`config.mk`:
```
export PLATFORM = sky130hd
export DESIGN_NAME = tea_top
export DESIGN_NICKNAME = d
export VERILOG_FILES = /design/src/rtl/tea_top.sv
export SDC_FILE = /design/constraint.sdc
export NUM_CORES = 1
export LEC_CHECK = 0
export ABC_AREA = 1
export CORE_UTILIZATION = 45
export DETAILED_ROUTE_END_ITERATION = 7
export PLACE_DENSITY_LB_ADDON = 0.08
export SETUP_SLACK_MARGIN = 0.1
export SYNTH_ARGS = -nofsm -noshare
export SYNTH_HDL_FRONTEND = slang
export SYNTH_SLANG_ARGS = --single-unit
```
`constraint.sdc`:
```
create_clock -name clk -period 25.2 [get_ports clk]
set_clock_uncertainty 0.15 [all_clocks]
set_input_delay 6.3 -clock clk [delete_from_list [all_inputs] [get_ports clk]]
set_output_delay 6.3 -clock clk [all_outputs]
set_load 0.1 [all_outputs]
```
`src/rtl/tea_top.sv`:
```
// TEA block cipher core: one round per clock, 32 rounds per block.
// Define TEA_DECRYPT_EN to add the decrypt input and inverse rounds.
module tea_top (
    input  logic         clk,
    input  logic         reset,
    input  logic         start,
    input  logic [63:0]  plain_text,
    input  logic [127:0] key,
`ifdef TEA_DECRYPT_EN
    input  logic         decrypt,
`endif
    output logic         done,
    output logic [63:0]  cipher_text
);

    localparam logic [31:0] DELTA    = 32'h9E3779B9;
    localparam logic [31:0] DEC_SUM0 = 32'hC6EF3720;

    typedef enum logic [1:0] {IDLE, RUN, DONE} state_t;

    state_t       state;
    logic [31:0]  v0, v1, sum;
    logic [127:0] key_r;
    logic [4:0]   rnd;
    logic [31:0]  v0_n, v1_n, sum_n;
    logic [31:0]  k0, k1, k2, k3;

`ifdef TEA_DECRYPT_EN
    logic dec_r;
`endif

    assign k0 = key_r[127:96];
    assign k1 = key_r[95:64];
    assign k2 = key_r[63:32];
    assign k3 = key_r[31:0];

    function automatic logic [31:0] mix(
        input logic [31:0] x,
        input logic [31:0] s,
        input logic [31:0] ka,
        input logic [31:0] kb
    );
        return ((x << 4) + ka) ^ (x + s) ^ ((x >> 5) + kb);
    endfunction

    // Encrypt uses the incremented sum; decrypt uses the current sum first.
    always_comb begin
        sum_n = sum + DELTA;
        v0_n  = v0 + mix(v1, sum_n, k0, k1);
        v1_n  = v1 + mix(v0_n, sum_n, k2, k3);
`ifdef TEA_DECRYPT_EN
        if (dec_r) begin
            v1_n  = v1 - mix(v0, sum, k2, k3);
            v0_n  = v0 - mix(v1_n, sum, k0, k1);
            sum_n = sum - DELTA;
        end
`endif
    end

    always_ff @(posedge clk) begin
        if (reset) begin
            state       <= IDLE;
            done        <= 1'b0;
            cipher_text <= '0;
            sum         <= '0;
            rnd         <= '0;
            v0          <= '0;
            v1          <= '0;
            key_r       <= '0;
`ifdef TEA_DECRYPT_EN
            dec_r       <= 1'b0;
`endif
        end else begin
            unique case (state)
                IDLE, DONE: begin
                    if (start) begin
                        v0    <= plain_text[63:32];
                        v1    <= plain_text[31:0];
                        key_r <= key;
                        sum   <= '0;
                        rnd   <= '0;
                        done  <= 1'b0;
                        state <= RUN;
`ifdef TEA_DECRYPT_EN
                        dec_r <= decrypt;
                        if (decrypt) sum <= DEC_SUM0;
`endif
                    end
                end
                RUN: begin
                    v0  <= v0_n;
                    v1  <= v1_n;
                    sum <= sum_n;
                    rnd <= rnd + 5'd1;
                    if (rnd == 5'd31) begin
                        state       <= DONE;
                        done        <= 1'b1;
                        cipher_text <= {v0_n, v1_n};
                    end
                end
                default: state <= IDLE;
            endcase
        end
    end

endmodule

```
==> flow_metrics.py, run 1 <==
metrics = {
    "status": {
        "status": "completed",
    },
    "sta": {
        "final.min_clock_period_ns": 10.30,
        "setup_viol": 0,
        "finalSetupTns_ns": 0,
        "final.period_utilization": 0.409,
        "hold_violations": 0,
        "holdWs_ns": 0.316,
        "slew_violations": 0,
        "slew_headroom": 0.290,
        "rsz0062_at_grt": "no",
        "layout_setup_ws_ns": 14.90,
        "fmax_mhz": 97.1,
        "worst_pin_slew_ns": 1.06,
    },
    "grt": {
        "grt_max_degree": 99,
        "grt.overflow.total": 0,
        "grt_pass1_wl_um": 137000,
        "grt_usage": 0.319,
        "antenna_found_initial": 0,
        "grt_pass1_vias": 23300,
    },
    "yosys": {
        "ys_seq_area_frac": 0.242,
        "synth_nets": 3986,
        "synth_edf_count": 0,
        "avgSynthCellArea_um2": 6.93,
        "synthArstFlopShare": 0,
        "synth_most_common_cell": "nand2_1",
        "synth_seq_cells": 296,
        "synthCells": 3533,
        "netlist_area_um2": 24500,
        "netlist_top_cells_count": "nand2_1, nor2_1, inv_1, dfxtp_1, a21oi_1",
        "synth_top_cell_area_share": 0.242,
        "yosysWarnings": 0,
        "synthTopCellsByArea": "dfxtp_1, ha_1, nand2_1",
        "ys.flop_type": "dfxtp_1",
        "yosysUniqueCellTypes": 66,
        "yosysTopAreaCell": "dfxtp_1",
    },
    "worst_setup_path": {
        "critPathSlowestCell": "a2111oi_0",
        "cpMostUsedCell": "nand2_1",
        "critical_path_class": "reg2reg",
        "reg2reg_depth": 54,
        "startpoint_type": "flop",
        "critPathRequiredTime_ns": 25.47,
        "cp-end-kind": "flop",
        "cp_slowest_stage_delay_ns": 0.48,
        "worstPathArrival_ns": 10.57,
        "cp_max_fo": 5,
    },
    "floorplan": {
        "die_x_um": 235,
        "start_util": 0.455,
        "fp.dieH_um": 235,
        "die_area_um2": 55400,
        "core_area_um2": 53800,
        "rows": 85,
        "io_pins": 260,
    },
    "route": {
        "wl_um": 90200,
        "vias_per_cell": 5.53,
        "firstDrtPassIters": 6,
        "drc": 0,
        "wl_per_cell_um": 20.2,
        "postRouteAntennaNets": 0,
        "drt_iter0_markers": 1985,
        "vias": 24700,
    },
    "place": {
        "port_buffers": 259,
        "place_congestion": 0.969,
        "post-place-ws_ns": 15.06,
        "dp_hpwl_um": 71300,
        "place_area_um2": 27700,
    },
    "hold_path": {
        "hold_path_class": "reg2reg",
        "min_path_cells": 2,
    },
    "cts": {
        "clock_path_buffers": 3,
        "hold_buffers": 0,
        "clk_latency_ns": 0.59,
        "cts_tree": "built",
        "post_cts_resized": 0,
        "cts_sinks": 296,
        "root_buffer": "clkbuf_16",
        "clk_pin_slew_worst_paths_ns": 0.06,
        "htreeDepth": 2,
        "cts_buffers": 36,
        "cts_setup_buffers": 0,
    },
    "layout": {
        "drive_above_1_share": 0.0498,
        "multi_input_area_um2": 16900,
        "seqCellArea_um2": 5930,
        "diodes": 0,
        "fin_area_um2": 29000,
        "area_growth_pct": 18.4,
        "nNetsFinal": 4200,
        "fillers": 5287,
    },
    "run": {
        "max-cap-violations": 0,
    },
}
## through the flow
stage / utilization / std cells
final: 0.539 / 4469
after detailed placement: 0.515 / 4405
after global routing: 0.539 / 4469
after global placement: 0.515 / 4405
after floorplan: - / 3533
after CTS: 0.539 / 4469
## flip-flops by register name, indices dropped and copies added (netlist names)
signal,cells
rnd,5
v1,32
state,2
cipher_text,64
v0,32
done,1
key_r,128
sum,32
## logic make-up after synthesis
| kind of cell | share of synthesized area |
|---|---|
| AO/OA/AOI/OAI | 0.204 |
| XOR/XNOR | 0.129 |
| buffers and inverters | 0.0673 |
| flip-flops | 0.242 |
| adder cells (fa/ha/maj) | 0.134 |
| AND/OR/NAND/NOR | 0.224 |
## worst max-delay path: cells and delay by family (launching register included)
kind | cells | cell delay (ns)
buffers and inverters | 4 | 0.30
AOI/OAI and AO/OA | 11 | 2.74
and+or+nand+nor | 27 | 3.22
adders and majority gates | 5 | 1.61
DFF | 1 | 0.35
xor gates and xnor gates | 7 | 1.74
## placed cells by master (no fill, tap or decap), types with 8 or more instances in the layout
| cell | n |
|---|---|
| a21o_1 | 27 |
| clkdlybuf4s50_1 | 258 |
| a21oi_1 | 289 |
| nand4_1 | 18 |
| nand3_2 | 11 |
| a21oi_2 | 14 |
| xnor2_1 | 133 |
| o211ai_1 | 12 |
| inv_1 | 311 |
| buf_4 | 21 |
| xor2_1 | 225 |
| nand2_1 | 741 |
| a31oi_1 | 83 |
| nor4_1 | 15 |
| nand2_2 | 20 |
| dfxtp_1 | 296 |
| inv_2 | 12 |
| o21ai_2 | 16 |
| o21ai_0 | 261 |
| o21ai_1 | 17 |
| nor2_1 | 392 |
| o21bai_1 | 69 |
| fa_1 | 8 |
| ha_1 | 250 |
| clkbuf_16 | 36 |
| nor3_1 | 27 |
| nand3_1 | 94 |
## per-layer routing
layer	share of wire	vias up	wire length, µm	track usage
li1	-	12200	-	-
met1	0.45	11500	40700	0.427
met2	0.46	830	41200	0.527
met3	0.057	140	5140	0.0381
met4	0.035	0	3120	0.113
met5	0	-	0	0
## path summary, 6_finish.rpt
kind                                    start                     endpoint  slack, ns
hold / removal    cipher_text[0]$_SDFFE_PP0P_  cipher_text[0]$_SDFFE_PP0P_       0.32
hold reg to reg   cipher_text[0]$_SDFFE_PP0P_  cipher_text[0]$_SDFFE_PP0P_       0.32
setup reg to reg          sum[0]$_SDFFE_PP0P_          v1[31]$_SDFFE_PP0P_      14.90
setup / recovery          sum[0]$_SDFFE_PP0P_          v1[31]$_SDFFE_PP0P_      14.90
## layout make-up
class                           instances  area share
Inverter                              325      0.0422
Timing Repair Buffer                  279      0.0945
Clock buffer                           47      0.0342
Tap cell                              696      0.0300
Clock inverter                         17      0.0107
Sequential cell                       296       0.204
Multi-Input combinational cell       2809       0.584
Power of run 1 is left out: the tool's default activity adds up to more than one toggle a clock period on the data nets, which glitch-free logic cannot reach.
==> inputs of run 2 (changes only) <==
- clock period: 25.2 -> 9.76 ns (I/O delays scaled with it)
==> flow_metrics.py, run 2 (synthesis results as in run 1) <==
metrics = {
    "floorplan": {
        "die_x_um": 235,
        "core_area_um2": 53800,
        "fp.dieH_um": 235,
        "start_util": 0.455,
        "die_area_um2": 55400,
        "io_pins": 260,
        "rows": 85,
    },
    "sta": {
        "worst_pin_slew_ns": 1.13,
        "slew_violations": 0,
        "fmax_mhz": 111,
        "slew_headroom": 0.245,
        "final.min_clock_period_ns": 9.01,
        "setup_viol": 0,
        "layout_setup_ws_ns": 0.746,
        "holdWs_ns": 0.318,
        "rsz0062_at_grt": "no",
        "hold_violations": 0,
        "final.period_utilization": 0.924,
        "finalSetupTns_ns": 0,
    },
    "layout": {
        "stdcell_count": 4564,
        "fillers": 5247,
        "final_common_cell": "nand2_1",
        "top_register": "key_r",
        "area_growth_pct": 22.5,
        "drive_above_1_share": 0.0853,
        "diodes": 0,
        "largest_reg_flops": 128,
        "final_cell_mix": "nand2_1, nor2_1, inv_1",
        "nNetsFinal": 4291,
        "top_regs": "key_r x128, cipher_text x64",
    },
    "worst_setup_path": {
        "critical_path_class": "reg2reg",
        "reg2reg_depth": 55,
        "critPathSlowestCell": "dfxtp_1",
        "cp_slowest_stage_delay_ns": 0.36,
        "startpoint_type": "flop",
        "cpMostUsedCell": "xor2_1",
        "worstPathArrival_ns": 9.29,
        "cp_max_fo": 5,
        "critPathRequiredTime_ns": 10.03,
        "cp-end-kind": "flop",
    },
    "grt": {
        "grt_pass1_wl_um": 138000,
        "grt_max_degree": 98,
        "grt_pass1_vias": 23900,
        "grt.overflow.total": 0,
        "antenna_found_initial": 2,
        "grt_usage": 0.321,
    },
    "place": {
        "place_congestion": 0.965,
        "dp_hpwl_um": 72500,
        "placed_cells": 4491,
        "post-place-ws_ns": -0.0433,
        "port_buffers": 259,
    },
    "hold_path": {
        "min_path_cells": 2,
        "hold_path_class": "reg2reg",
    },
    "cts": {
        "cts_tree": "built",
        "clk_pin_slew_worst_paths_ns": 0.06,
        "clk_latency_ns": 0.58,
        "cts_sinks": 296,
        "htreeDepth": 2,
        "hold_buffers": 0,
        "root_buffer": "clkbuf_16",
        "cts_buffers": 38,
        "clock_path_buffers": 3,
    },
    "route": {
        "firstDrtPassIters": 5,
        "drc": 0,
        "vias_per_cell": 5.45,
        "wl_per_cell_um": 19.9,
        "vias": 24900,
        "wl_um": 90700,
        "postRouteAntennaNets": 0,
        "drt_iter0_markers": 2034,
    },
    "run": {
        "max-cap-violations": 0,
    },
    "status": {
        "status": "completed",
    },
}
[run 2: worst paths after layout]
path | start | to | slack, ns
worst max-delay path | sum[0]$_SDFFE_PP0P_ | v1[31]$_SDFFE_PP0P_ | 0.75
worst min-delay path | sum[21]$_SDFFE_PP0P_ | sum[21]$_SDFFE_PP0P_ | 0.32
worst max register to register | sum[0]$_SDFFE_PP0P_ | v1[31]$_SDFFE_PP0P_ | 0.75
worst min register to register | sum[21]$_SDFFE_PP0P_ | sum[21]$_SDFFE_PP0P_ | 0.32
[run 2: cell type report]
cell class	instances	area, µm²	area share
repair buffers	368	3410	0.114
inverters	325	1220	0.0408
clock inverters	19	246	0.00821
clock buffers	51	1070	0.0357
well taps	696	871	0.0290
multi-input cells	2809	17300	0.575
flip-flops and latches	296	5930	0.197
[run 2: critical path, delay by kind of cell (launching register included)]
kind	cells	cell delay, ns
compound gates	15	2.40
simple gates	21	2.06
buf+inv	7	0.78
xor+xnor	7	1.58
flops	1	0.36
fa+ha+maj	5	1.49
[run 2: metal layers]
layer  share of wire  global-route usage
met1            0.45               0.421
met2            0.46               0.535
met3           0.051              0.0358
met4           0.041               0.131
met5               0                   0
[run 2: repair_timing]
| action | CTS | global route |
|---|---|---|
| gates resized for setup | 3 | 55 |
| buffers inserted | 0 | 3 |
| pin swaps | 0 | 13 |
| cloned | 0 | 0 |
| setup endpoints to repair | 4 | 12 |
[run 2: per-stage QoR]
step | cell area, µm² | utilization
finish | 30000 | 0.558
global route | 30000 | 0.558
CTS | 29700 | 0.552
detailed placement | 28400 | 0.527
global placement | 28400 | 0.527
floorplan | 24500 | -
Power of run 2 is left out for the same reason.
==> inputs of run 3 (changes only) <==
- CELL_PAD_IN_SITES_DETAIL_PLACEMENT: unset -> 0
- CELL_PAD_IN_SITES_GLOBAL_PLACEMENT: unset -> 1
- CTS_BUF_LIST: unset -> sky130_fd_sc_hd__clkbuf_2 sky130_fd_sc_hd__clkbuf_4 sky130_fd_sc_hd__clkbuf_8
- clock period: 9.76 -> 11.14 ns (I/O delays scaled with it)
==> flow_metrics.py, run 3 (synthesis results as in run 1) <==
metrics = {
    "route": {
        "wl_met3_um": 4840,
        "wl_met1_um": 40700,
        "drc": 0,
        "drt_iter0_markers": 1835,
        "postRouteAntennaNets": 0,
        "top_layer": "met4",
        "vias": 24600,
        "wl_um": 90100,
        "wl_per_cell_um": 20.0,
        "dr_wl_met2_um": 41100,
        "firstDrtPassIters": 5,
        "vias_per_cell": 5.45,
    },
    "cts": {
        "cts_sinks": 296,
        "cts_tree": "built",
        "root_buffer": "clkbuf_8",
        "htreeDepth": 2,
        "clk_pin_slew_worst_paths_ns": 0.07,
        "clock_path_buffers": 3,
        "cts_buffers": 54,
        "cts_setup_buffers": 0,
        "clk_latency_ns": 0.69,
    },
    "run": {
        "max-cap-violations": 0,
    },
    "grt": {
        "grt.overflow.total": 0,
        "grt_pass1_vias": 23900,
        "grt_pass1_wl_um": 139000,
        "grt_max_degree": 98,
        "antenna_found_initial": 1,
        "grt_usage": 0.321,
    },
    "worst_setup_path": {
        "reg2reg_depth": 56,
        "r2r-start": "sum[0]$_SDFFE_PP0P_",
        "cp_max_fo": 5,
        "cp-end-kind": "flop",
        "critPathRequiredTime_ns": 11.48,
        "startpoint_type": "flop",
        "endpoint": "v1[31]$_SDFFE_PP0P_",
        "cp_slowest_stage_delay_ns": 0.53,
        "critPathSlowestCell": "xor2_1",
        "r2r_end": "v1[31]$_SDFFE_PP0P_",
        "worstPathArrival_ns": 10.75,
        "cpMostUsedCell": "nand2_1",
        "r2r_slack_ns": 0.74,
        "startpoint": "sum[0]$_SDFFE_PP0P_",
        "critical_path_class": "reg2reg",
    },
    "status": {
        "status": "completed",
    },
    "sta": {
        "finalSetupTns_ns": 0,
        "hold_violations": 0,
        "final.min_clock_period_ns": 10.40,
        "worst_pin_slew_ns": 1.13,
        "rsz0062_at_grt": "no",
        "setup_viol": 0,
        "final.period_utilization": 0.934,
        "slew_violations": 0,
        "slew_headroom": 0.245,
        "fmax_mhz": 96.1,
    },
    "place": {
        "dp_hpwl_um": 71500,
        "port_buffers": 259,
        "place_congestion": 0.968,
    },
    "layout": {
        "fillers": 5356,
        "top_register": "key_r",
        "area_growth_pct": 18.2,
        "top_regs": "key_r x128, cipher_text x64",
        "drive_above_1_share": 0.0616,
        "final_cell_mix": "nand2_1, nor2_1, inv_1",
        "final_common_cell": "nand2_1",
        "nNetsFinal": 4224,
        "largest_reg_flops": 128,
    },
    "hold_path": {
        "hold_path_class": "reg2reg",
    },
    "floorplan": {
        "start_util": 0.455,
        "die_x_um": 235,
        "fp.dieH_um": 235,
        "die_area_um2": 55400,
        "rows": 85,
        "core_area_um2": 53800,
        "io_pins": 260,
    },
}
==> run 3: cell types whose count changed in the layout (fill, tap and decap cells not counted), sizes merged <==
cell / change
buf: -83
clkinvlp: -2
clkinv: +4
clkbuf: +30
bufinv: -2
inv: -3
diode: +1
==> run 3: per-layer routing <==
| metal | up-vias | track usage |
|---|---|---|
| li1 | 12300 | - |
| met1 | 11400 | 0.427 |
| met5 | - | 0 |
| met2 | 793 | 0.530 |
| met3 | 144 | 0.0378 |
| met4 | 0 | 0.126 |
==> run 3: how the worst min path moves through the flow <==
stage / start / to / cells past startpoint
after floorplan: key_r[31]$_SDFFE_PP0P_ / key_r[31]$_SDFFE_PP0P_ / 2
after global placement: cipher_text[1]$_SDFFE_PP0P_ / cipher_text[1]$_SDFFE_PP0P_ / 2
after detailed placement: rnd[3]$_SDFFE_PP0P_ / rnd[3]$_SDFFE_PP0P_ / 1
after CTS: rnd[3]$_SDFFE_PP0P_ / rnd[3]$_SDFFE_PP0P_ / 1
after global routing: sum[28]$_SDFFE_PP0P_ / sum[28]$_SDFFE_PP0P_ / 2
final: rnd[3]$_SDFFE_PP0P_ / rnd[3]$_SDFFE_PP0P_ / 1
==> run 3: critical path, delay by kind of cell (launching register included) <==
family	cells	cell delay (ns)
XOR/XNOR	5	1.46
adder cells (fa/ha/maj)	5	1.67
flip-flops	1	0.35
AND/OR/NAND/NOR	31	3.78
buffers and inverters	6	0.55
AO/OA/AOI/OAI	9	2.20
==> run 3: what timing repair did <==
action                     in CTS  in global routing
hold buffers                    0                  0
setup endpoints to repair       0                  2
gates resized for setup         0                  4
==> run 3: layout make-up <==
type / count / area, µm² / share of cell area
Timing Repair Buffer: 285 / 2790 / 0.0962
Inverter: 325 / 1220 / 0.0423
Clock buffer: 81 / 1030 / 0.0357
Multi-Input combinational cell: 2809 / 17000 / 0.586
Tap cell: 696 / 871 / 0.0301
Clock inverter: 16 / 146 / 0.00506
Sequential cell: 296 / 5930 / 0.205
Antenna cell: 1 / 2.50 / 0.0000864
==> run 3: per-stage QoR <==
step           hold WS, ns  setup slack, ns  area, µm²  utilization  instances
5_1_grt              0.339            0.109      28900        0.538       4509
3_5_place_dp         0.301            0.584      27800        0.516       4411
3_3_place_gp         0.301            0.610      27800        0.516       4411
6_report             0.311            0.736      28900        0.538       4509
4_1_cts              0.312            0.496      28900        0.538       4508
2_1_floorplan        0.286             2.88      24500            -       3533
Power of run 3 is left out for the same reason.
